<file path="config.mk">
export PLATFORM = sky130hd
export DESIGN_NAME = inst_fetch
export DESIGN_NICKNAME = d
export VERILOG_FILES = /design/src/rtl/inst_fetch.sv
export SDC_FILE = /design/constraint.sdc
export NUM_CORES = 1
export LEC_CHECK = 0
export BUFFER_PORTS_ARGS = -buffer_cell sky130_fd_sc_hd__buf_2
export CORE_UTILIZATION = 56
export CTS_BUF_LIST = sky130_fd_sc_hd__clkbuf_8
export DETAILED_ROUTE_END_ITERATION = 6
export GPL_TIMING_DRIVEN = 1
export PLACE_DENSITY_LB_ADDON = 0.25
export SETUP_SLACK_MARGIN = 0.15
export SLEW_MARGIN = 20
export SYNTH_ARGS = -nofsm -noshare
export SYNTH_HDL_FRONTEND = slang
export SYNTH_SLANG_ARGS = --single-unit
</file>
<file path="constraint.sdc">
create_clock -name clk -period 4.51 [get_ports clk]
set_input_delay 0.2255 -clock clk [delete_from_list [all_inputs] [get_ports clk]]
set_output_delay 0.2255 -clock clk [all_outputs]
set_load 0.02 [all_outputs]
</file>
<file path="src/rtl/inst_fetch.sv">
// inst_fetch: instruction fetch stage.
// Issues one instruction memory request per PC value and presents the
// returned word to decode together with its address and address + 4.
// A skid register holds a word that returns while decode is stalled on
// the previous one. A flush drops everything, including a request still
// in flight.
// Optional feature: define IF_TIMEOUT_EN to abort a fetch after
// TIMEOUT_CYCLES cycles without an ack. The abort raises a sticky
// fetch_err, and the same address is then fetched again.

module inst_fetch #(
  parameter int TIMEOUT_CYCLES = 16
) (
  input  logic        clk,
  input  logic        rst,
  input  logic [31:0] pc_in,
  output logic        pc_en,
  output logic        imem_req,
  output logic [31:0] imem_addr,
  input  logic        imem_ack,
  input  logic [31:0] imem_rdata,
  input  logic        stall,
  input  logic        flush,
  output logic        if_valid,
  output logic [31:0] if_instr,
  output logic [31:0] if_pc,
  output logic [31:0] if_pc_plus4,
  output logic        fetch_err
);

  typedef enum logic [1:0] {
    IDLE  = 2'd0,
    FETCH = 2'd1,
    HOLD  = 2'd2
  } state_t;

  state_t      state;
  state_t      state_next;
  logic [31:0] req_addr;
  logic [31:0] skid_instr;
  logic [31:0] skid_pc;
  logic        drop;
  logic        timeout_hit;
  logic        load_fetch;
  logic        load_hold;
  logic        to_hold;

  assign imem_addr = req_addr;

`ifdef IF_TIMEOUT_EN
  logic [31:0] wait_cnt;
  logic        err_q;

  assign timeout_hit = (state == FETCH) && !imem_ack &&
                       (wait_cnt == 32'(TIMEOUT_CYCLES - 1));
  assign fetch_err   = err_q;

  // Count consecutive unacknowledged fetch cycles; the error flag stays set until reset
  always_ff @(posedge clk) begin
    if (rst) begin
      wait_cnt <= '0;
      err_q    <= 1'b0;
    end else if (state == FETCH && !imem_ack) begin
      if (timeout_hit) begin
        wait_cnt <= '0;
        err_q    <= 1'b1;
      end else begin
        wait_cnt <= wait_cnt + 32'd1;
      end
    end else begin
      wait_cnt <= '0;
    end
  end
`else
  assign timeout_hit = 1'b0;
  assign fetch_err   = 1'b0;
`endif

  // State register
  always_ff @(posedge clk) begin
    if (rst) state <= IDLE;
    else     state <= state_next;
  end

  // Next state, memory request, PC advance pulse and datapath load strobes.
  // A flush seen in IDLE keeps us there one more cycle so the redirected pc_in is latched.
  always_comb begin
    state_next = state;
    pc_en      = 1'b0;
    imem_req   = 1'b0;
    load_fetch = 1'b0;
    load_hold  = 1'b0;
    to_hold    = 1'b0;
    case (state)
      IDLE: begin
        if (!flush) state_next = FETCH;
      end
      FETCH: begin
        imem_req = 1'b1;
        if (imem_ack) begin
          if (flush || drop) begin
            state_next = IDLE;
          end else if (!if_valid || !stall) begin
            load_fetch = 1'b1;
            pc_en      = 1'b1;
            state_next = IDLE;
          end else begin
            to_hold    = 1'b1;
            state_next = HOLD;
          end
        end else if (timeout_hit) begin
          state_next = IDLE;
        end
      end
      HOLD: begin
        if (flush) begin
          state_next = IDLE;
        end else if (!stall) begin
          load_hold  = 1'b1;
          pc_en      = 1'b1;
          state_next = IDLE;
        end
      end
      default: state_next = IDLE;
    endcase
    if (rst) begin
      pc_en    = 1'b0;
      imem_req = 1'b0;
    end
  end

  // Request address, skid register, drop flag and the registered decode outputs
  always_ff @(posedge clk) begin
    if (rst) begin
      req_addr    <= '0;
      skid_instr  <= '0;
      skid_pc     <= '0;
      drop        <= 1'b0;
      if_valid    <= 1'b0;
      if_instr    <= '0;
      if_pc       <= '0;
      if_pc_plus4 <= '0;
    end else begin
      if (state == IDLE) req_addr <= pc_in;

      if (flush) begin
        skid_instr <= '0;
        skid_pc    <= '0;
      end else if (to_hold) begin
        skid_instr <= imem_rdata;
        skid_pc    <= req_addr;
      end

      if (state == FETCH) begin
        if (imem_ack || timeout_hit) drop <= 1'b0;
        else if (flush)              drop <= 1'b1;
      end else begin
        drop <= 1'b0;
      end

      if (flush) begin
        if_valid <= 1'b0;
      end else if (load_fetch) begin
        if_valid    <= 1'b1;
        if_instr    <= imem_rdata;
        if_pc       <= req_addr;
        if_pc_plus4 <= req_addr + 32'd4;
      end else if (load_hold) begin
        if_valid    <= 1'b1;
        if_instr    <= skid_instr;
        if_pc       <= skid_pc;
        if_pc_plus4 <= skid_pc + 32'd4;
      end else if (if_valid && !stall) begin
        if_valid <= 1'b0;
      end
    end
  end

endmodule

</file>
==> reports/qor.csv, run 1 <==
metric,value,unit
FF+latch area,3880,um^2
HPWL Detailed,14700,um
async set or reset register ratio after synthesis,0,
fill cell count,1148,
leakage,4.17,nW
FP Rows,44,
Core ar.,14600,um^2
Setup crit end kind,register,
Die Span X,125,um
maxcap violations,0,
post-synthesis sequential area ratio,0.461,
Worst Path Max Fanout,13,
CP startpoint,state[1],
die height,125,um
IO Pins,201,
final count of negative-setup-slack endpoints,0,
Mapped Cells,988,
ys flop type,dfxtp_1,
Highest Clock Rate,303,MHz
status,"complete, no violations",
latest clock arrival within the worst-skew pair,470,ps
Hold Crit Class,input pin to register,
crit path cell chain,"inv_1, ha_1, or3b_4, nor2_4, mux2i_1, inv_1, ha_1, and4_1, o211ai_1, a22o_1, nor2_1, or3_1, nand3_1",
via/cell ratio,5.80,
Hold Path Origin,pc_in[13],
hold depth,3,
WL final,23400,um
Iter 0 DRT Violations,730,
iteration count of the initial detailed-routing pass,5,
die area,15500,um^2
Area Growth Syn to Fin,24.3,%
Max Root-Sink Buffers,2,
Port Buffers,199,
Final min period,3300,ps
Via Count,8104,
total power,3.52,mW
pin slew with the least headroom to its limit,979,ps
Levels on crit path,13,
global route total overflow,0,
"CP delay by family, top",simple AND/OR/NAND/NOR gates,
Slowest cell on crit path,or3b_4,
H-Tree Depth,4,
first-pass GRT wire length,38400,um
kind of critical path,register to register,
Syn Nets,1061,
PostCTS Resize Cnt,0,
TritonCTS Buffers,17,
Mapped Avg Cell Area,8.52,um^2
largest net degree at the start of global routing,94,
CP arrival,3700,ps
Max Slew Vio Count,0,
final hold slack,15.3,ps
"Warnings, synthesis",0,
"slowest stage delay, CP",490,ps
fraction of layout cells with a size suffix above 1,0.213,
slew margin rel.,0.347,
Fin. Hold Viols,0,
CTS sink cnt,194,
worst r2r src,state[1],
Clock Skews,14.1,ps
Sum Neg Setup Slack,0,ps
Max IR drop VDD,0.238,mV
DRC Markers,0,
"EDFF count, synth",0,
Finished Cell Area,10500,um^2
WL per Instance,16.8,um
Power Density,337,nW/um^2
Worst Path Buf+Inv,2,
CTS tree,built,
clk slew on worst S/H paths,100,ps
Final Core Density,0.717,
Startpoint Class,register,
CP required,4920,ps
CTS root buffer,clkbuf_8,
Routed Antenna Nets,0,
unrepaired setup endpoints after global routing,false,
synth unique cells,49,
Tcrit/Tclk final,0.731,
Placed Area,9450,um^2
n_diodes,0,
#FFs+latches synth,194,
fin nets,1273,
vias in the first global route,7586,
Placer Congestion,0.833,
initial core utilization,0.577,
Tot GR Track Use,0.305,
multi-input combinational cell area,4230,um^2
Syn Std Cell Area,8420,um^2
initial antenna violation count,0,
FF-to-FF path depth,13,
layout make-up:
class                   count  share of cell area
clock inverters            12              0.0148
inverters                   5             0.00179
multi-input cells         713               0.404
clock buffers              20              0.0263
repair buffers            269               0.159
flip-flops and latches    194               0.371
well taps                 184              0.0220
registers in the layout (all words and copies together) (netlist names):
signal	cells
skid_pc	32
if_instr	32
if_pc	32
state	2
imem_addr	32
drop	1
if_pc_plus4	30
if_valid	1
skid_instr	32
worst reg2reg max path, delay by kind of cell, from the launching register on:
kind                       cells  cell delay, ps
AOI/OAI and AO/OA              2             580
adders and majority gates      2             450
buffers and inverters          2             190
DFF                            1             330
muxes                          1             270
and+or+nand+nor                6            1410
final timing paths:
kind                endpoint  slack, ps
max          if_pc_plus4[16]       1210
min            imem_addr[13]         20
max reg2reg  if_pc_plus4[16]       1210
min reg2reg   if_pc_plus4[2]        450
routing by layer:
| layer | part of all wire | global-route usage | wire length (um) |
|---|---|---|---|
| met1 | 0.43 | 0.394 | 10100 |
| met2 | 0.47 | 0.491 | 10900 |
| met3 | 0.073 | 0.0679 | 1710 |
| met4 | 0.030 | 0.128 | 714 |
| met5 | 0 | 0 | 0 |
what timing repair did:
| action | 4_1_cts | 5_1_grt |
|---|---|---|
| setup buffers | 0 | 0 |
| endpoints found under the hold margin | 57 | 0 |
| hold buffers | 57 | 0 |
through the flow:
step	cells	setup slack (ps)
5_1_grt	1397	973
4_1_cts	1397	1290
3_5_place_dp	1308	1340
6_report	1397	1210
2_1_floorplan	988	1200
3_3_place_gp	1308	1420
cell usage in the layout (no fill, tap or decap), types with 4 or more instances in the layout:
cell,synthesis,final
a211oi_1,66,66
a21oi_1,79,79
a31oi_1,5,5
and3_1,13,13
and4_1,7,7
buf_2,9,198
buf_4,5,14
clkbuf_8,0,20
clkinvlp_4,0,4
dfxtp_1,194,194
dlygate4sd3_1,0,57
inv_1,5,6
mux2_2,4,4
mux2i_1,97,97
nand2_1,168,166
nand3_1,25,25
nand3b_1,12,12
nand4_1,18,18
nor2_1,123,123
nor3_1,14,14
nor4_1,4,4
o211ai_1,5,5
o21ai_0,12,12
or3_1,6,6
xnor2_1,6,6
xor2_1,11,11
power breakdown:
part           internal (mW)  switching (mW)  total [mW]
logic                  0.189           0.276       0.465
registers               1.78          0.0698        1.85
clock network          0.593           0.616        1.21
total                   2.56           0.962        3.52
synthesized netlist by cell type (all sizes together) (2+ instances only):
cell type / number / share of area
nor4: 4 / 0.0030
o211ai: 5 / 0.0045
a211oi: 66 / 0.059
buf: 23 / 0.014
mux2i: 97 / 0.12
nor2: 124 / 0.056
nor3b: 3 / 0.0033
and4: 7 / 0.0073
or3b: 2 / 0.0024
nor3: 14 / 0.0083
inv: 5 / 0.0022
nand2: 168 / 0.075
a211o: 2 / 0.0021
nand4: 18 / 0.013
nand2b: 2 / 0.0015
a2111oi: 3 / 0.0033
a22o: 3 / 0.0031
o21ai: 15 / 0.0089
ha: 4 / 0.0059
mux2: 4 / 0.0054
a21oi: 79 / 0.047
o2111ai: 2 / 0.0021
nand3: 25 / 0.015
and3: 13 / 0.0097
nand3b: 12 / 0.011
and2: 3 / 0.0022
clkbuf: 53 / 0.024
or3: 6 / 0.0045
dfxtp: 194 / 0.46
xnor2: 6 / 0.0062
a31oi: 5 / 0.0037
xor2: 11 / 0.011
cell families after synthesis:
family / synth area share
flip-flops: 0.461
other: 0.000446
AND/OR/NAND/NOR: 0.214
buffers and inverters: 0.0397
multiplexers: 0.121
XOR/XNOR: 0.0177
adder cells (fa/ha/maj): 0.00595
AO/OA/AOI/OAI: 0.140
Power figures use the tool's default switching activity.
==> run 2, diff against run 1 <==
--- a/config.mk
+++ b/config.mk
@@ -5,8 +5,9 @@
 export SDC_FILE = /design/constraint.sdc
 export NUM_CORES = 1
 export LEC_CHECK = 0
+export ABC_AREA = 1
 export BUFFER_PORTS_ARGS = -buffer_cell sky130_fd_sc_hd__buf_2
-export CORE_UTILIZATION = 56
+export CORE_UTILIZATION = 50
 export CTS_BUF_LIST = sky130_fd_sc_hd__clkbuf_8
 export DETAILED_ROUTE_END_ITERATION = 6
 export GPL_TIMING_DRIVEN = 1
==> constraint.sdc (replaced) <==
create_clock -name clk -period 2.72 [get_ports clk]
set_input_delay 0.136 -clock clk [delete_from_list [all_inputs] [get_ports clk]]
set_output_delay 0.136 -clock clk [all_outputs]
set_load 0.02 [all_outputs]
==> reports/qor.csv, run 2 <==
metric,value,unit
status,"complete, no violations",
dominant cell type by area after synthesis,dfxtp_1,
Post-synth top cells,"228 x nand2_1, 223 x nor2_1, 194 x dfxtp_1, 184 x o21ai_0, 78 x inv_1",
Worst Path Max Fanout,37,
Final Core Density,0.640,
global route total overflow,0,
ranking of synthesized cells by area,"dfxtp_1 46%, o21ai_0 11%, nand2_1 10%",
Routed Antenna Nets,0,
CTS sink cnt,194,
latest clock arrival within the worst-skew pair,470,ps
most frequent cells in the layout,"228 x nand2_1, 222 x nor2_1, 199 x buf_2",
first-pass GRT wire length,40000,um
Mapped Cells,1191,
initial antenna violation count,0,
DRC Markers,0,
vias in the first global route,7818,
die height,132,um
HPWL Detailed,16900,um
via/cell ratio,5.23,
#FFs+latches synth,194,
Max IR drop VDD,0.352,mV
Synth top area share,0.461,
FF-to-FF path depth,15,
hold depth,3,
Iter 0 DRT Violations,763,
Port Buffers,199,
Startpoint Class,register,
FP Rows,47,
WL final,24700,um
post-route setup slack,315,ps
total power,5.85,mW
Mapped Avg Cell Area,7.08,um^2
"commonest non-fill, non-tap cell in the layout",nand2_1,
Setup crit end kind,primary output,
post-CTS setup buffer count,0,
kind of critical path,register to primary output,
WL per Instance,15.0,um
final count of negative-setup-slack endpoints,0,
Hold Path Origin,flush,
fraction of layout cells with a size suffix above 1,0.203,
iteration count of the initial detailed-routing pass,5,
Max Root-Sink Buffers,2,
Clock Skews,9.18,ps
async set or reset register ratio after synthesis,0,
Final Non-Filler Cells,1647,
Syn Std Cell Area,8430,um^2
Fin. Hold Viols,0,
Placer Congestion,0.924,
Core ar.,16500,um^2
Max Slew Vio Count,0,
leakage,4.70,nW
Hold Crit Class,input pin to register,
maxcap violations,0,
unrepaired setup endpoints after global routing,false,
CP required,2580,ps
Worst R2R End,if_pc_plus4[20],
Via Count,8611,
reg-to-reg setup timing slack,400,ps
fin nets,1488,
Tcrit/Tclk final,0.884,
synth unique cells,34,
Place WS,361,ps
CP arrival,2270,ps
Sum Neg Setup Slack,0,ps
slew margin rel.,0.547,
Placed Cells incl. Taps,1551,
Area Growth Syn to Fin,25.5,%
IO Pins,201,
Die Span X,132,um
Final min period,2400,ps
post-synthesis sequential area ratio,0.461,
H-Tree Depth,4,
clk slew on worst S/H paths,100,ps
Highest Clock Rate,416,MHz
pin slew with the least headroom to its limit,672,ps
CTS root buffer,clkbuf_8,
worst r2r src,state[1],
TritonCTS Buffers,17,
CTS tree,built,
"EDFF count, synth",0,
largest net degree at the start of global routing,69,
n_diodes,0,
Power Density,553,nW/um^2
cell with the most instances after synthesis,nand2_1,
die area,17400,um^2
Tot GR Track Use,0.287,
Worst Hold Endpoint,drop,
"Warnings, synthesis",0,
initial core utilization,0.510,
Syn Nets,1264,
ys flop type,dfxtp_1,
-- run 2: cell types whose count changed after synthesis, sizes merged, moves of 11 or more --
cell / delta
and3: -13
inv: +76
o21ai: +173
nor3: -11
a21oi: -22
nor2: +112
nand2: +83
a31oi: +37
nand3b: -11
mux2i: -97
a211oi: -66
nand4: -14
-- run 2: repair_timing --
| item | 4_1_cts | 5_1_grt |
|---|---|---|
| endpoints found under the hold margin | 97 | 0 |
| resized for setup | 1 | 2 |
| hold buffers | 65 | 0 |
| setup endpoints to repair | 1 | 6 |
-- run 2: layout make-up --
| class | count | area, um^2 |
|---|---|---|
| clock inverters | 12 | 134 |
| flip-flops and latches | 194 | 3880 |
| fillers | 1496 | 5950 |
| inverters | 82 | 313 |
| repair buffers | 281 | 1800 |
| clock buffers | 19 | 262 |
| multi-input cells | 839 | 3900 |
| well taps | 220 | 275 |
-- run 2: worst max path at each step --
stage	slack, ps	startpoint	depth (start not counted)	endpoint
after floorplan	670	if_valid	15	if_pc_plus4[18]
after global placement	380	stall	14	if_pc_plus4[19]
after detailed placement	360	state[1]	14	if_pc_plus4[20]
after CTS	220	state[1]	10	pc_en
after global routing	150	state[1]	10	pc_en
final	320	state[1]	10	pc_en
-- run 2: routing by layer --
layer	GRT usage	vias up	routed length (um)
met3	0.0527	52	1760
met1	0.407	3902	11500
met5	0	-	0
met4	0.131	0	839
met2	0.424	360	10700
li1	-	4297	-
-- run 2: worst max-delay path, stage by stage, from the launching register on --
cell and delay, ps:
dfxtp_1 330, inv_1 90, ha_1 180, inv_1 80, nor2_1 160, nand2_2 170, o31ai_4 150, inv_6 190
buf_4 190, nor2_1 80, buf_2 180
-- run 2: where the power goes --
part	internal [mW]	total (mW)	leakage (nW)	switching, mW
Combinational	0.307	0.862	2.92	0.555
Sequential	2.97	3.08	1.58	0.109
Clock	0.867	1.91	0.203	1.04
-- run 2: stage by stage --
step | hold WS (ps) | instance area [um^2]
final | 56.1 | 10600
after global routing | 52.7 | 10600
after CTS | 35.8 | 10600
after detailed placement | 364 | 9520
after global placement | 357 | 9520
after floorplan | 213 | 8430
-- run 2: kinds of logic after synthesis --
group	synth area share
AND/OR/NAND/NOR	0.262
flip-flops	0.461
AO/OA/AOI/OAI	0.191
buffers and inverters	0.0779
adder cells (fa/ha/maj)	0.00594
other	0.000445
XOR/XNOR	0.00208
==> run 3, diff against run 2 <==
--- a/config.mk
+++ b/config.mk
@@ -7,11 +7,13 @@
 export LEC_CHECK = 0
 export ABC_AREA = 1
 export BUFFER_PORTS_ARGS = -buffer_cell sky130_fd_sc_hd__buf_2
+export CORE_MARGIN = 1.5
 export CORE_UTILIZATION = 50
 export CTS_BUF_LIST = sky130_fd_sc_hd__clkbuf_8
 export DETAILED_ROUTE_END_ITERATION = 6
 export GPL_TIMING_DRIVEN = 1
 export PLACE_DENSITY_LB_ADDON = 0.25
+export RECOVER_POWER = 100
 export SETUP_SLACK_MARGIN = 0.15
 export SLEW_MARGIN = 20
 export SYNTH_ARGS = -nofsm -noshare
==> reports/qor.csv, run 3 (synthesized netlist as in run 2, its figures left out) <==
metric,value,unit
status,"complete, no violations",
Sum Neg Setup Slack,0,ps
Placer Congestion,0.905,
final count of negative-setup-slack endpoints,0,
CP required,2580,ps
Core ar.,16500,um^2
CTS sink cnt,194,
Clock Skews,14.3,ps
iteration count of the initial detailed-routing pass,5,
Slowest cell on crit path,dfxtp_1,
maxcap violations,0,
Max Slew Vio Count,0,
Tcrit/Tclk final,0.912,
initial core utilization,0.510,
Worst Path Buf+Inv,5,
TritonCTS Buffers,17,
M1 WL,11200,um
Placed Area,9560,um^2
Place WS,326,ps
leakage,4.17,nW
"slowest stage delay, CP",330,ps
Hold Crit Class,input pin to register,
"commonest non-fill, non-tap cell in the layout",nand2_1,
Worst Path Max Fanout,42,
Iter 0 DRT Violations,738,
Power Density,555,nW/um^2
die height,133,um
WL per Instance,15.0,um
Die Span X,133,um
worst r2r src,state[1],
fill cell count,1562,
Highest Clock Rate,403,MHz
Startpoint Class,register,
Worst Hold Endpoint,drop,
hold depth,3,
unrepaired setup endpoints after global routing,false,
fraction of layout cells with a size suffix above 1,0.108,
latest clock arrival within the worst-skew pair,470,ps
pin slew with the least headroom to its limit,959,ps
H-Tree Depth,4,
initial antenna violation count,0,
FP Rows,47,
slew margin rel.,0.361,
via/cell ratio,5.27,
CP arrival,2350,ps
IO Pins,201,
FF-to-FF path depth,14,
final hold slack,14.2,ps
Final Core Density,0.629,
multi-input combinational cell area,3880,um^2
first-pass GRT wire length,39700,um
crit path cell chain,"inv_1, ha_1, inv_1, nor2_1, nand2_4, o31ai_1, inv_2, buf_12, nor2_1, clkbuf_2",
Port Buffers,199,
CTS tree,built,
kind of critical path,register to primary output,
WL final,24700,um
Tot GR Track Use,0.280,
global route total overflow,0,
fin nets,1489,
reg-to-reg setup timing slack,330,ps
Routed Antenna Nets,0,
Area Growth Syn to Fin,23.4,%
HPWL Detailed,16500,um
FF+latch area,3880,um^2
vias in the first global route,7719,
Max IR drop VDD,0.309,mV
Finished Cell Area,10400,um^2
top routing layer in use,met4,
routed length on met2,11200,um
met3 wire len,1860,um
CTS root buffer,clkbuf_8,
Max Root-Sink Buffers,2,
largest net degree at the start of global routing,119,
post-CTS setup buffer count,0,
Fin. Hold Viols,0,
Setup crit end kind,primary output,
Via Count,8696,
Worst R2R End,if_pc_plus4[26],
post-route setup slack,239,ps
n_diodes,0,
CP startpoint,state[1],
"CP delay by family, top",buffers and inverters,
clk slew on worst S/H paths,100,ps
Final min period,2480,ps
most frequent cells in the layout,"231 x nand2_1, 222 x nor2_1, 194 x dfxtp_1",
DRC Markers,0,
Hold Path Origin,flush,
die area,17600,um^2
[run 3: cell types whose count changed in the layout (fill, tap and decap cells not counted), sizes merged]
cell	delta
clkbuf	+135
clkinv	-2
dlygate4sd3	-1
buf	-133
inv	+3
bufinv	-1
clkinvlp	+1
[run 3: report_power, final]
part           total, mW  leakage [nW]  internal, mW  switching (mW)
combinational      0.838          2.40         0.275           0.562
sequential          3.07          1.58          2.97           0.105
clock               1.86         0.196         0.793            1.07
total               5.77          4.17          4.04            1.74
[run 3: metal layers]
layer / vias up / GRT usage
met1: 4016 / 0.398
met2: 348 / 0.433
met4: 0 / 0.0910
met3: 33 / 0.0510
li1: 4299 / -
met5: - / 0
[run 3: timing repair]
item                                    CTS  global route
endpoints found under the setup margin    0            11
gates resized for setup                   0             2
hold buffers                             64             0
endpoints found under the hold margin    96             0
[run 3: stage by stage]
step,cells,total power [mW]
3_3_place_gp,1553,3.92
5_1_grt,1649,6.01
4_1_cts,1649,5.83
3_5_place_dp,1553,3.93
2_1_floorplan,1191,3.61
6_report,1649,5.77
[run 3: how the worst max path moves through the flow]
stage,endpoint,slack [ps],cells past startpoint
3_3_place_gp,if_pc_plus4[30],410,14
3_5_place_dp,if_pc_plus4[19],330,13
6_report,pc_en,240,10
4_1_cts,pc_en,290,10
2_1_floorplan,if_pc_plus4[18],670,15
5_1_grt,pc_en,90,10
[run 3: final cells by class]
type / count / area share
flip-flops and latches: 194 / 0.374
multi-input cells: 839 / 0.374
repair buffers: 282 / 0.160
inverters: 82 / 0.0296
well taps: 220 / 0.0265
clock buffers: 19 / 0.0252
clock inverters: 13 / 0.0122
[run 3: worst min-delay path: cells and delay by family]
family	cells	cell delay (ps)
and+or+nand+nor	2	160
buffers and inverters	1	150
